<file path="src/rtl/axil_ctrl_slave.sv">
// AXI4-lite control/status register slave: ID, CTRL (start pulse + soft_en),
// W1C interrupt status, interrupt enable and a bank of RW scratch registers.
module axil_ctrl_slave #(
    parameter int          ADDR_WIDTH  = 13,
    parameter int          DATA_WIDTH  = 32,
    parameter int          NUM_SCRATCH = 4,
    parameter logic [31:0] ID_VALUE    = 32'hCA5E_0001
) (
    input  logic                  clk,
    input  logic                  reset,
    input  logic [ADDR_WIDTH-1:0] axi4_slave_awaddr,
    input  logic                  axi4_slave_awvalid,
    output logic                  axi4_slave_awready,
    input  logic [DATA_WIDTH-1:0] axi4_slave_wdata,
    input  logic                  axi4_slave_wvalid,
    output logic                  axi4_slave_wready,
    output logic [1:0]            axi4_slave_bresp,
    output logic                  axi4_slave_bvalid,
    input  logic                  axi4_slave_bready,
    input  logic [ADDR_WIDTH-1:0] axi4_slave_araddr,
    input  logic                  axi4_slave_arvalid,
    output logic                  axi4_slave_arready,
    output logic [DATA_WIDTH-1:0] axi4_slave_rdata,
    output logic [1:0]            axi4_slave_rresp,
    output logic                  axi4_slave_rvalid,
    input  logic                  axi4_slave_rready,
    output logic                  start_pulse,
    input  logic                  done_pulse,
    output logic                  interrupt
);
    localparam int WW = ADDR_WIDTH - 2;
    typedef logic [WW-1:0] widx_t;

    localparam logic [1:0] RESP_OKAY   = 2'b00;
    localparam logic [1:0] RESP_SLVERR = 2'b10;
    localparam widx_t WI_ID   = widx_t'(0);
    localparam widx_t WI_CTRL = widx_t'(1);
    localparam widx_t WI_ISR  = widx_t'(2);
    localparam widx_t WI_IER  = widx_t'(3);
    localparam widx_t WI_SCR0 = widx_t'(4);

    function automatic logic f_is_scratch(input widx_t w);
        return (w >= WI_SCR0) && (w < widx_t'(4 + NUM_SCRATCH));
    endfunction

    function automatic logic f_is_mapped(input widx_t w);
        return (w <= WI_IER) || f_is_scratch(w);
    endfunction

    logic                  r_aw_full;
    widx_t                 r_aw_widx;
    logic                  r_w_full;
    logic [DATA_WIDTH-1:0] r_w_data;
    logic                  r_bvalid;
    logic [1:0]            r_bresp;
    logic                  r_rvalid;
    logic [1:0]            r_rresp;
    logic [DATA_WIDTH-1:0] r_rdata;
    logic                  r_soft_en;
    logic                  r_isr_done;
    logic                  r_ier_en;
    logic                  r_start;
    logic                  r_irq;
    logic [DATA_WIDTH-1:0] r_scratch [NUM_SCRATCH];

    logic                  w_aw_hs;
    logic                  w_w_hs;
    logic                  w_ar_hs;
    logic                  w_commit;
    widx_t                 w_wr_widx;
    logic [DATA_WIDTH-1:0] w_wr_data;
    widx_t                 w_rd_widx;
    logic                  w_wr_ctrl;
    logic                  w_wr_isr;
    logic                  w_wr_ier;
    logic                  w_isr_next;
    logic                  w_ier_next;
    logic [DATA_WIDTH-1:0] w_rd_data;
    logic [1:0]            w_rd_resp;
    logic [NUM_SCRATCH-1:0] w_scr_we;
    logic                  w_unused;

    assign w_aw_hs = axi4_slave_awvalid & ~r_aw_full;
    assign w_w_hs  = axi4_slave_wvalid & ~r_w_full;
    assign w_ar_hs = axi4_slave_arvalid & ~r_rvalid;

    // A handshake happening this cycle counts as a full holder, so a pair
    // arriving together commits at the same edge it is accepted.
    assign w_commit  = (r_aw_full | w_aw_hs) & (r_w_full | w_w_hs) & ~r_bvalid;
    assign w_wr_widx = r_aw_full ? r_aw_widx : axi4_slave_awaddr[ADDR_WIDTH-1:2];
    assign w_wr_data = r_w_full ? r_w_data : axi4_slave_wdata;
    assign w_rd_widx = axi4_slave_araddr[ADDR_WIDTH-1:2];

    assign w_wr_ctrl = w_commit && (w_wr_widx == WI_CTRL);
    assign w_wr_isr  = w_commit && (w_wr_widx == WI_ISR);
    assign w_wr_ier  = w_commit && (w_wr_widx == WI_IER);

    // A done event arriving together with a W1C keeps the flag set.
    assign w_isr_next = done_pulse | (r_isr_done & ~(w_wr_isr & w_wr_data[0]));
    assign w_ier_next = w_wr_ier ? w_wr_data[0] : r_ier_en;

    generate
        for (genvar gi = 0; gi < NUM_SCRATCH; gi++) begin : g_scr_we
            assign w_scr_we[gi] = w_commit && (w_wr_widx == widx_t'(4 + gi));
        end
    endgenerate

    always_comb begin
        w_rd_data = '0;
        w_rd_resp = RESP_OKAY;
        case (w_rd_widx)
            WI_ID:   w_rd_data = DATA_WIDTH'(ID_VALUE);
            WI_CTRL: w_rd_data = DATA_WIDTH'({r_soft_en, 1'b0});
            WI_ISR:  w_rd_data = DATA_WIDTH'(r_isr_done);
            WI_IER:  w_rd_data = DATA_WIDTH'(r_ier_en);
            default: begin
                w_rd_resp = f_is_scratch(w_rd_widx) ? RESP_OKAY : RESP_SLVERR;
                for (int i = 0; i < NUM_SCRATCH; i++) begin
                    if (w_rd_widx == widx_t'(4 + i)) begin
                        w_rd_data = r_scratch[i];
                    end
                end
            end
        endcase
    end

    always_ff @(posedge clk or posedge reset) begin
        if (reset) begin
            r_aw_full  <= 1'b0;
            r_aw_widx  <= '0;
            r_w_full   <= 1'b0;
            r_w_data   <= '0;
            r_bvalid   <= 1'b0;
            r_bresp    <= RESP_OKAY;
            r_rvalid   <= 1'b0;
            r_rresp    <= RESP_OKAY;
            r_rdata    <= '0;
            r_soft_en  <= 1'b0;
            r_isr_done <= 1'b0;
            r_ier_en   <= 1'b0;
            r_start    <= 1'b0;
            r_irq      <= 1'b0;
        end else begin
            if (w_commit) begin
                r_aw_full <= 1'b0;
                r_w_full  <= 1'b0;
            end else begin
                if (w_aw_hs) begin
                    r_aw_full <= 1'b1;
                    r_aw_widx <= axi4_slave_awaddr[ADDR_WIDTH-1:2];
                end
                if (w_w_hs) begin
                    r_w_full <= 1'b1;
                    r_w_data <= axi4_slave_wdata;
                end
            end

            if (w_commit) begin
                r_bvalid <= 1'b1;
                r_bresp  <= f_is_mapped(w_wr_widx) ? RESP_OKAY : RESP_SLVERR;
            end else if (axi4_slave_bready) begin
                r_bvalid <= 1'b0;
            end

            if (w_ar_hs) begin
                r_rvalid <= 1'b1;
                r_rdata  <= w_rd_data;
                r_rresp  <= w_rd_resp;
            end else if (axi4_slave_rready) begin
                r_rvalid <= 1'b0;
            end

            if (w_wr_ctrl) begin
                r_soft_en <= w_wr_data[1];
            end
            r_start    <= w_wr_ctrl & w_wr_data[0];
            r_isr_done <= w_isr_next;
            r_ier_en   <= w_ier_next;
            r_irq      <= w_isr_next & w_ier_next;
        end
    end

    always_ff @(posedge clk or posedge reset) begin
        if (reset) begin
            for (int i = 0; i < NUM_SCRATCH; i++) begin
                r_scratch[i] <= '0;
            end
        end else begin
            for (int i = 0; i < NUM_SCRATCH; i++) begin
                if (w_scr_we[i]) begin
                    r_scratch[i] <= w_wr_data;
                end
            end
        end
    end

    assign axi4_slave_awready = ~r_aw_full;
    assign axi4_slave_wready  = ~r_w_full;
    assign axi4_slave_bvalid  = r_bvalid;
    assign axi4_slave_bresp   = r_bresp;
    assign axi4_slave_arready = ~r_rvalid;
    assign axi4_slave_rvalid  = r_rvalid;
    assign axi4_slave_rdata   = r_rdata;
    assign axi4_slave_rresp   = r_rresp;
    assign start_pulse        = r_start;
    assign interrupt          = r_irq;

    // Byte-lane address bits carry no meaning for full-word registers.
    assign w_unused = &{1'b0, axi4_slave_awaddr[1:0], axi4_slave_araddr[1:0]};
endmodule

</file>
<file path="config.mk">
export PLATFORM = sky130hd
export DESIGN_NAME = axil_ctrl_slave
export DESIGN_NICKNAME = d
export VERILOG_FILES = /design/src/rtl/axil_ctrl_slave.sv
export SDC_FILE = /design/constraint.sdc
export NUM_CORES = 1
export LEC_CHECK = 0
export ABC_AREA = 1
export BUFFER_PORTS_ARGS = -buffer_cell sky130_fd_sc_hd__buf_2
export CORE_MARGIN = 5
export CORE_UTILIZATION = 46
export DETAILED_ROUTE_END_ITERATION = 8
export MAX_ROUTING_LAYER = met4
export PLACE_DENSITY = 0.67
export SKIP_LAST_GASP = 1
export SLEW_MARGIN = 20
export SYNTH_ARGS = -nofsm -noshare
export SYNTH_HDL_FRONTEND = slang
export SYNTH_SLANG_ARGS = --single-unit
</file>
<file path="constraint.sdc">
create_clock -name clk -period 8.45 [get_ports clk]
set_input_delay 0.845 -clock clk [delete_from_list [all_inputs] [get_ports clk]]
set_output_delay 0.845 -clock clk [all_outputs]
set_load 0.01 [all_outputs]
</file>
==> results of run 1 <==
[state kept, by name, summed over array words and instances, names as in the netlist, 11 cells and up]
register / flops
r_w_data: 32
axi4_slave_rdata: 32
r_scratch: 128
r_aw_widx: 11
[cells by family after synthesis]
kind of cell / count (synthesis)
AND/OR/NAND/NOR: 529
buffers and inverters: 129
AO/OA/AOI/OAI: 243
multiplexers: 6
other: 1
flip-flops: 214
[synthesized netlist by cell type (2+ instances only)]
cell type | n | share of area
a21oi_1 | 9 | 0.0047
clkbuf_1 | 40 | 0.016
o21ai_1 | 99 | 0.052
nand2_1 | 309 | 0.12
mux2_2 | 6 | 0.0071
dfrtp_1 | 214 | 0.56
nor2_1 | 97 | 0.038
nand3_1 | 97 | 0.051
o211ai_1 | 24 | 0.019
nor2_2 | 2 | 0.0013
buf_6 | 13 | 0.015
o21ai_0 | 108 | 0.056
buf_4 | 2 | 0.0016
nand4_4 | 2 | 0.0044
buf_2 | 9 | 0.0047
nand2_2 | 3 | 0.0020
inv_1 | 61 | 0.024
inv_2 | 2 | 0.00078
nand3_4 | 2 | 0.0037
nand4_1 | 10 | 0.0065
[power groups by stage]
stage	combinational, mW	clock (mW)	sequential [mW]
3_5_place_dp	0.602	0	1.29
5_1_grt	0.685	0.987	1.29
6_report	0.597	0.920	1.27
4_1_cts	0.606	0.943	1.27
3_3_place_gp	0.592	0	1.28
2_1_floorplan	0.442	0	1.27
[layout make-up]
class	instances	share of cell area
multi-input cells	780	0.335
inverters	64	0.0230
clock buffers	35	0.0618
well taps	270	0.0311
repair buffers	110	0.0544
flip-flops and latches	214	0.493
clock inverters	3	0.00138
[critical path: stages]
cell,delay [ns]
buf_2,0.09
inv_1,0.04
nor2_1,0.25
inv_1,0.12
nor2_4,0.11
buf_4,0.55
nand2_1,0.87
o21ai_0,0.41
inv_1,0.06
nand2_1,0.08
a21oi_1,0.06
[layer usage]
| metal | wire length (µm) | GRT usage |
|---|---|---|
| met5 | 0 | - |
| met4 | 260 | 0.0353 |
| met3 | 1690 | 0.0363 |
| met2 | 10200 | 0.301 |
| met1 | 11100 | 0.296 |
[cells in the final DEF (no fill, tap or decap), types with 5 or more instances in the layout]
cell and n:
clkbuf_16 23, o21ai_1 99, nand3_1 96, o211ai_1 24
a21oi_1 9, dfrtp_1 214, buf_4 7, clkbuf_8 5
buf_2 102, nor2_1 97, mux2_2 6, clkbuf_1 7
inv_1 59, nand2_1 309, o21ai_0 108, nand4_1 10
[worst max path at each step]
stage                              start                    to  slack (ns)  cells past startpoint
finish              axi4_slave_araddr[4]  axi4_slave_rdata[19]        5.29                     11
global route        axi4_slave_araddr[4]  axi4_slave_rdata[19]        5.12                     11
CTS                 axi4_slave_araddr[4]  axi4_slave_rdata[19]        5.35                     11
detailed placement  axi4_slave_araddr[4]  axi4_slave_rdata[25]        4.83                     11
global placement    axi4_slave_araddr[4]  axi4_slave_rdata[25]        4.81                     11
floorplan                          reset   axi4_slave_bresp[1]        1.75                      1
==> key figures, run 1 <==
Outcome
  • Status: completed

Setup path
  • Crit path kind: in2reg
  • CP Capture Type: register
  • Worst endpoint data arrival time: 3.53 ns
  • WP data required: 8.81 ns
  • Startpoint types: input pin
  • R2R cell count: 7
  • Worst-path fanout max: 61
  • R2R setup slack: 5.80 ns
  • Worst reg2reg path startpoint: r_aw_full
  • Reg2Reg Capture Point: r_scratch[9]

Pwr
  • Clock power share: 0.330
  • Sequential power share: 0.457
  • Comb pwr share: 0.214
  • Int Power: 1.91 mW
  • Power Density: 257 nW/µm²
  • Sw frac: 0.318
  • Pwr Total: 2.79 mW
  • NetSw: 0.887 mW
  • Pleak: 5.41 nW
  • Max VDD drop: 0.000258 V

Yosys
  • Post-Syn Area: 9570 µm²
  • FFs w/ async S/R, synth: 1.00
  • Post-synthesis mux area share: 0.00706
  • Synth warnings: 0
  • Post-synthesis sequential area ratio: 0.559
  • Avg Inst Size Synth: 8.53 µm²
  • Synth Area in Compound Gates: 0.135
  • Simple-gate share of the synthesized area: 0.235
  • Yosys cell types: 33
  • Post-synth top flop: dfrtp_1
  • Main combinational cell family by area after synthesis: simple AND/OR/NAND/NOR gates
  • Xor and xnor area share after synthesis: 0
  • Post-synth EDFFs: 0
  • Seq cells post-synth: 214
  • Post-Synth Adder-Cell Area: 0
  • Synthesized netlist cell count: 1,122

Finish
  • Fin area: 10,900 µm²
  • Register area: 5360 µm²
  • Antenna Cells: 0
  • Multi-input logic area: 3640 µm²
  • Share of post-route cells with drive strength above 1: 0.140
  • Final Util: 0.533
  • Net count, final: 1,259
  • Fillers: 1,948
  • Synthesis-to-finish area growth: 13.4%
  • Non-filler instance count after layout: 1,476

Place
  • Port bufs: 102
  • Dpl hpwl: 13.8 mm
  • Pre-CTS setup slack: 4.83 ns
  • Final Wtd Congestion: 0.772
  • Placed Area: 10,100 µm²
  • Placed insts: 1,437

Worst hold path
  • Worst Hold Class: reg2reg
  • Worst hold path stage count: 2
  • Hold Crit Endpoint: axi4_slave_rdata[12]
  • Min-delay src: axi4_slave_rdata[12]

Route
  • DRT Pass-1 Iters: 5
  • Via density: 5.22
  • Total number of vias: 7,709
  • Total wire length: 23.3 mm
  • Number of DRC markers in iteration 0: 633
  • Drt wl/cell: 15.8 µm
  • Final ANT Viol Nets: 0
  • Detailed-route DRC error count: 0

Global route
  • Overall routing resource usage: 0.202
  • First-pass GRT wire length: 38.7 mm
  • Initial antenna violation count: 0
  • Largest net degree at the start of global routing: 138
  • Total gr overflow: 0
  • Vias in the first global route: 7,346

Clock network
  • Post_cts resized: 0
  • Num CTS Buffers: 23
  • Root buf cell: clkbuf_16
  • CTS tree: done
  • CTS Sinks: 214
  • Post-CTS Setup Bufs: 0
  • H-tree levels: 1
  • Clk_lat worst skew: 0.50 ns
  • Hold-fix buffers, CTS: 0
  • Clock tree buffer depth: 3
  • Clock transition at path regs: 0.06 ns

Floorplan
  • Initial Utilization: 0.470
  • Die Ht: 154 µm
  • I/O pins: 109
  • Placeable Area: 20,400 µm²
  • DIE AREA: 23,800 µm²
  • Row count: 52
  • Die W: 154 µm

STA
  • Min Clock Period, post-route: 3.16 ns
  • RSZ-0062 raised after global routing: no
  • Slew headroom: 0.229
  • FMAX: 0.316 GHz
  • Final period utilization: 0.374
  • Fin. Hold Viols: 0
  • Clock skew: 0.0111 ns
  • Setup_tns: 0 ns
  • Setup ws final: 5.29 ns
  • Final Hold Slack: 0.470 ns
  • Setup violations, final: 0
  • Slew @ Worst Pin: 1.15 ns
  • Final Slew Violations: 0

Flow run
  • MaxCap Viol Count: 0
Note: power is estimated with default switching activity, not from simulation.
==> run 2, diff against run 1 <==
ABC_AREA = 0   (was 1)
PLACE_DENSITY = 0.7   (was 0.67)
clock period = 2.8 ns   (was 8.45 ns; I/O delays follow)
==> key figures, run 2 <==
Yosys
  • Synth warnings: 0 (unchanged)
  • Seq cells post-synth: 214 (unchanged)
  • Yosys top cell by area: dfrtp_1 (unchanged)
  • Post-synth EDFFs: 0 (unchanged)
  • Top post-synthesis cells by count: dfrtp_1, mux2_2, nand2_1, o21ai_0, nand3_1 (was nand2_1, dfrtp_1, o21ai_0, o21ai_1)
  • Post-synth top flop: dfrtp_1 (unchanged)
  • Synthesized netlist cell count: 699 (was 1,122)
  • FFs w/ async S/R, synth: 1.00 (unchanged)
  • Post-synthesis sequential area ratio: 0.563 (was 0.559)
  • Top cells by area, synth: dfrtp_1, mux2_2, mux4_2, nand2_1, o21ai_0 (was dfrtp_1, nand2_1, o21ai_0, o21ai_1, nand3_1)
  • Yosys cell types: 38 (was 33)
  • Avg Inst Size Synth: 13.6 µm² (was 8.53 µm²)
  • Post-Syn Area: 9520 µm² (was 9570 µm²)
  • Cell with the most instances after synthesis: dfrtp_1 (was nand2_1)
  • Share of the synthesized area in the top cell type: 0.563 (was 0.559)

Finish
  • Multi-input logic area: 3970 µm² (was 3640 µm²)
  • Share of post-route cells with drive strength above 1: 0.485 (was 0.140)
  • Commonest non-fill, non-tap cell in the layout: dfrtp_1 (was nand2_1)
  • Synthesis-to-finish area growth: 18.4% (was 13.4%)
  • Antenna Cells: 0 (unchanged)
  • Fillers: 1,718 (was 1,948)
  • Commonest cells after routing, fill and taps aside: dfrtp_1, mux2_2, buf_2 (was nand2_1, dfrtp_1, o21ai_0)
  • Fin area: 11,300 µm² (was 10,900 µm²)
  • Non-filler instance count after layout: 1,097 (was 1,476)
  • Max FFs per register: 128 (unchanged)
  • Largest Register: r_scratch (unchanged)
  • Net count, final: 880 (was 1,259)
  • Register area: 5360 µm² (about the same)

Route
  • Via density: 5.45 (was 5.22)
  • Number of DRC markers in iteration 0: 318 (was 633)
  • Detailed-route DRC error count: 0 (unchanged)
  • Final ANT Viol Nets: 0 (unchanged)
  • Total wire length: 21.2 mm (was 23.3 mm)
  • Total number of vias: 5,977 (was 7,709)
  • Drt wl/cell: 19.3 µm (was 15.8 µm)
  • DRT Pass-1 Iters: 4 (was 5)

Setup path
  • Slowest library cell on the worst path: dfrtp_1 (was nand2_1)
  • Reg2Reg Capture Point: r_scratch[108] (was r_scratch[9])
  • Top delay family on crit path: buffers and inverters (was simple AND/OR/NAND/NOR gates)
  • Worst path max stage delay: 0.52 ns (was 0.87 ns)
  • CP Depth: 7 (was 11)
  • Startpoint types: register (was input pin)
  • CP Capture Type: register (unchanged)
  • R2R setup slack: 0.51 ns (was 5.80 ns)
  • Crit path kind: reg2reg (was in2reg)
  • Worst endpoint data arrival time: 2.67 ns (was 3.53 ns)
  • CP Cell Sequence: buf_4, o21ba_2, o21ai_1, nor3b_2, nand3_2, buf_4, mux2_2 (was buf_2, inv_1, nor2_1, inv_1, nor2_4, buf_4, nand2_1, o21ai_0, inv_1, nand2_1, a21oi_1)
  • Worst-path fanout max: 32 (was 61)
  • WP data required: 3.18 ns (was 8.81 ns)
  • Buf/Inv on CP: 2 (was 5)
  • R2R cell count: 7 (unchanged)
  • Worst reg2reg path startpoint: r_aw_full (unchanged)
  • Most common cell on crit path: buf_4 (was inv_1)

Global route
  • Overall routing resource usage: 0.184 (was 0.202)
  • First-pass GRT wire length: 34.5 mm (was 38.7 mm)
  • Total gr overflow: 0 (unchanged)
  • Largest net degree at the start of global routing: 60 (was 138)
  • Initial antenna violation count: 0 (unchanged)
  • Vias in the first global route: 6,374 (was 7,346)

STA
  • Slew @ Worst Pin: 0.892 ns (was 1.15 ns)
  • Min Clock Period, post-route: 2.29 ns
  • RSZ-0062 raised after global routing: no (unchanged)
  • Clock skew: 0.00674 ns (was 0.0111 ns)
  • Final period utilization: 0.818
  • Final Slew Violations: 0 (unchanged)
  • Fin. Hold Viols: 0 (unchanged)
  • FMAX: 0.437 GHz
  • Setup violations, final: 0 (unchanged)
  • Slew headroom: 0.404 (was 0.229)

Clock network
  • Hold-fix buffers, CTS: 6 (was 0)
  • Clock transition at path regs: 0.06 ns (about the same)
  • CTS tree: done (unchanged)
  • Root buf cell: clkbuf_16 (unchanged)
  • CTS Sinks: 214 (unchanged)
  • Post-CTS Setup Bufs: 0 (unchanged)
  • Num CTS Buffers: 24 (was 23)
  • Clock tree buffer depth: 3 (unchanged)
  • Clk_lat worst skew: 0.50 ns (about the same)
  • H-tree levels: 1 (unchanged)
  • Post_cts resized: 0 (unchanged)

Floorplan
  • Row count: 52 (unchanged)
  • Die Ht: 154 µm (about the same)
  • Die W: 154 µm (about the same)
  • Placeable Area: 20,300 µm² (was 20,400 µm²)
  • I/O pins: 109 (unchanged)
  • DIE AREA: 23,700 µm² (was 23,800 µm²)
  • Initial Utilization: 0.469 (was 0.470)

Place
  • Placed insts: 1,052 (was 1,437)
  • Placed Area: 10,500 µm² (was 10,100 µm²)
  • Port bufs: 102 (unchanged)
  • Final Wtd Congestion: 0.739 (was 0.772)
  • Dpl hpwl: 13.4 mm (was 13.8 mm)

Pwr
  • Power Density: 773 nW/µm² (was 257 nW/µm²)
  • Pleak: 5.52 nW (was 5.41 nW)
  • Pwr Total: 8.71 mW (was 2.79 mW)
  • Max VDD drop: 0.000406 V (was 0.000258 V)

Worst hold path
  • Hold Crit Endpoint: r_w_data[13] (was axi4_slave_rdata[12])
  • Min-delay src: axi4_slave_wdata[13] (was axi4_slave_rdata[12])
  • Worst Hold Class: in2reg (was reg2reg)
  • Worst hold path stage count: 2 (unchanged)

Outcome
  • Status: completed (unchanged)

Flow run
  • MaxCap Viol Count: 0 (unchanged)
==> run 2: cell count changes after synthesis, sizes merged, moves of 20 or more <==
cell / change
mux2: +201
nand3: -74
nand2: -241
mux4: +23
nor2: -85
clkbuf: -20
inv: -58
o211ai: -24
o21ai: -174
==> run 2: final cells by class <==
type                            instances  share of cell area
Clock buffer                           35              0.0633
Multi-Input combinational cell        436               0.353
Inverter                                6             0.00233
Timing Repair Buffer                  132              0.0744
Tap cell                              270              0.0300
Sequential cell                       214               0.476
Clock inverter                          4             0.00178
==> run 2: stage by stage <==
stage	utilization	setup TNS [ns]	worst slack [ns]	hold WS, ns
after floorplan	-	-56.53	-0.264	0.372
after global placement	0.516	0	0.532	0.330
after detailed placement	0.516	0	0.509	0.329
after CTS	0.555	0	0.490	0.00729
after global routing	0.555	0	0.251	0.0121
final	0.555	0	0.510	0.0233
==> run 2: cells by family (layout without fill, tap and decap cells) <==
| family | after synthesis | count (layout) | synth area share |
|---|---|---|---|
| DFF | 214 | 214 | 0.563 |
| other | 1 | 2 | 0.000394 |
| AOI/OAI and AO/OA | 59 | 59 | 0.0373 |
| and+or+nand+nor | 134 | 134 | 0.0654 |
| buffers and inverters | 50 | 177 | 0.0231 |
| muxes | 241 | 241 | 0.311 |
==> run 2: routing by layer <==
layer | vias up | wire length, µm | global-route usage
met2 | 113 | 10700 | 0.315
li1 | 2738 | - | -
met3 | 38 | 727 | 0.0245
met1 | 3088 | 9370 | 0.239
met5 | - | 0 | -
met4 | 0 | 400 | 0.0370
==> run 2: worst max-delay path by stage <==
stage / start / end / slack (ns)
finish: r_aw_full / r_scratch[108] / 0.51
global route: r_aw_full / r_scratch[108] / 0.25
CTS: r_aw_full / r_scratch[108] / 0.49
detailed placement: r_aw_full / r_scratch[122] / 0.51
global placement: r_aw_full / r_scratch[110] / 0.53
floorplan: reset / axi4_slave_bresp[1] / -0.26
==> run 2: where the power goes <==
part / switching (mW) / internal, mW / total [mW]
Clock: 1.18 / 1.74 / 2.92
Combinational: 0.970 / 0.958 / 1.93
Sequential: 0.265 / 3.59 / 3.86
==> run 2: worst reg2reg max path: cells and delay by family (launching register included) <==
family	cells	cell delay, ns
compound gates	2	0.25
flops	1	0.52
mux	1	0.37
simple gates	2	0.49
buf+inv	2	0.54
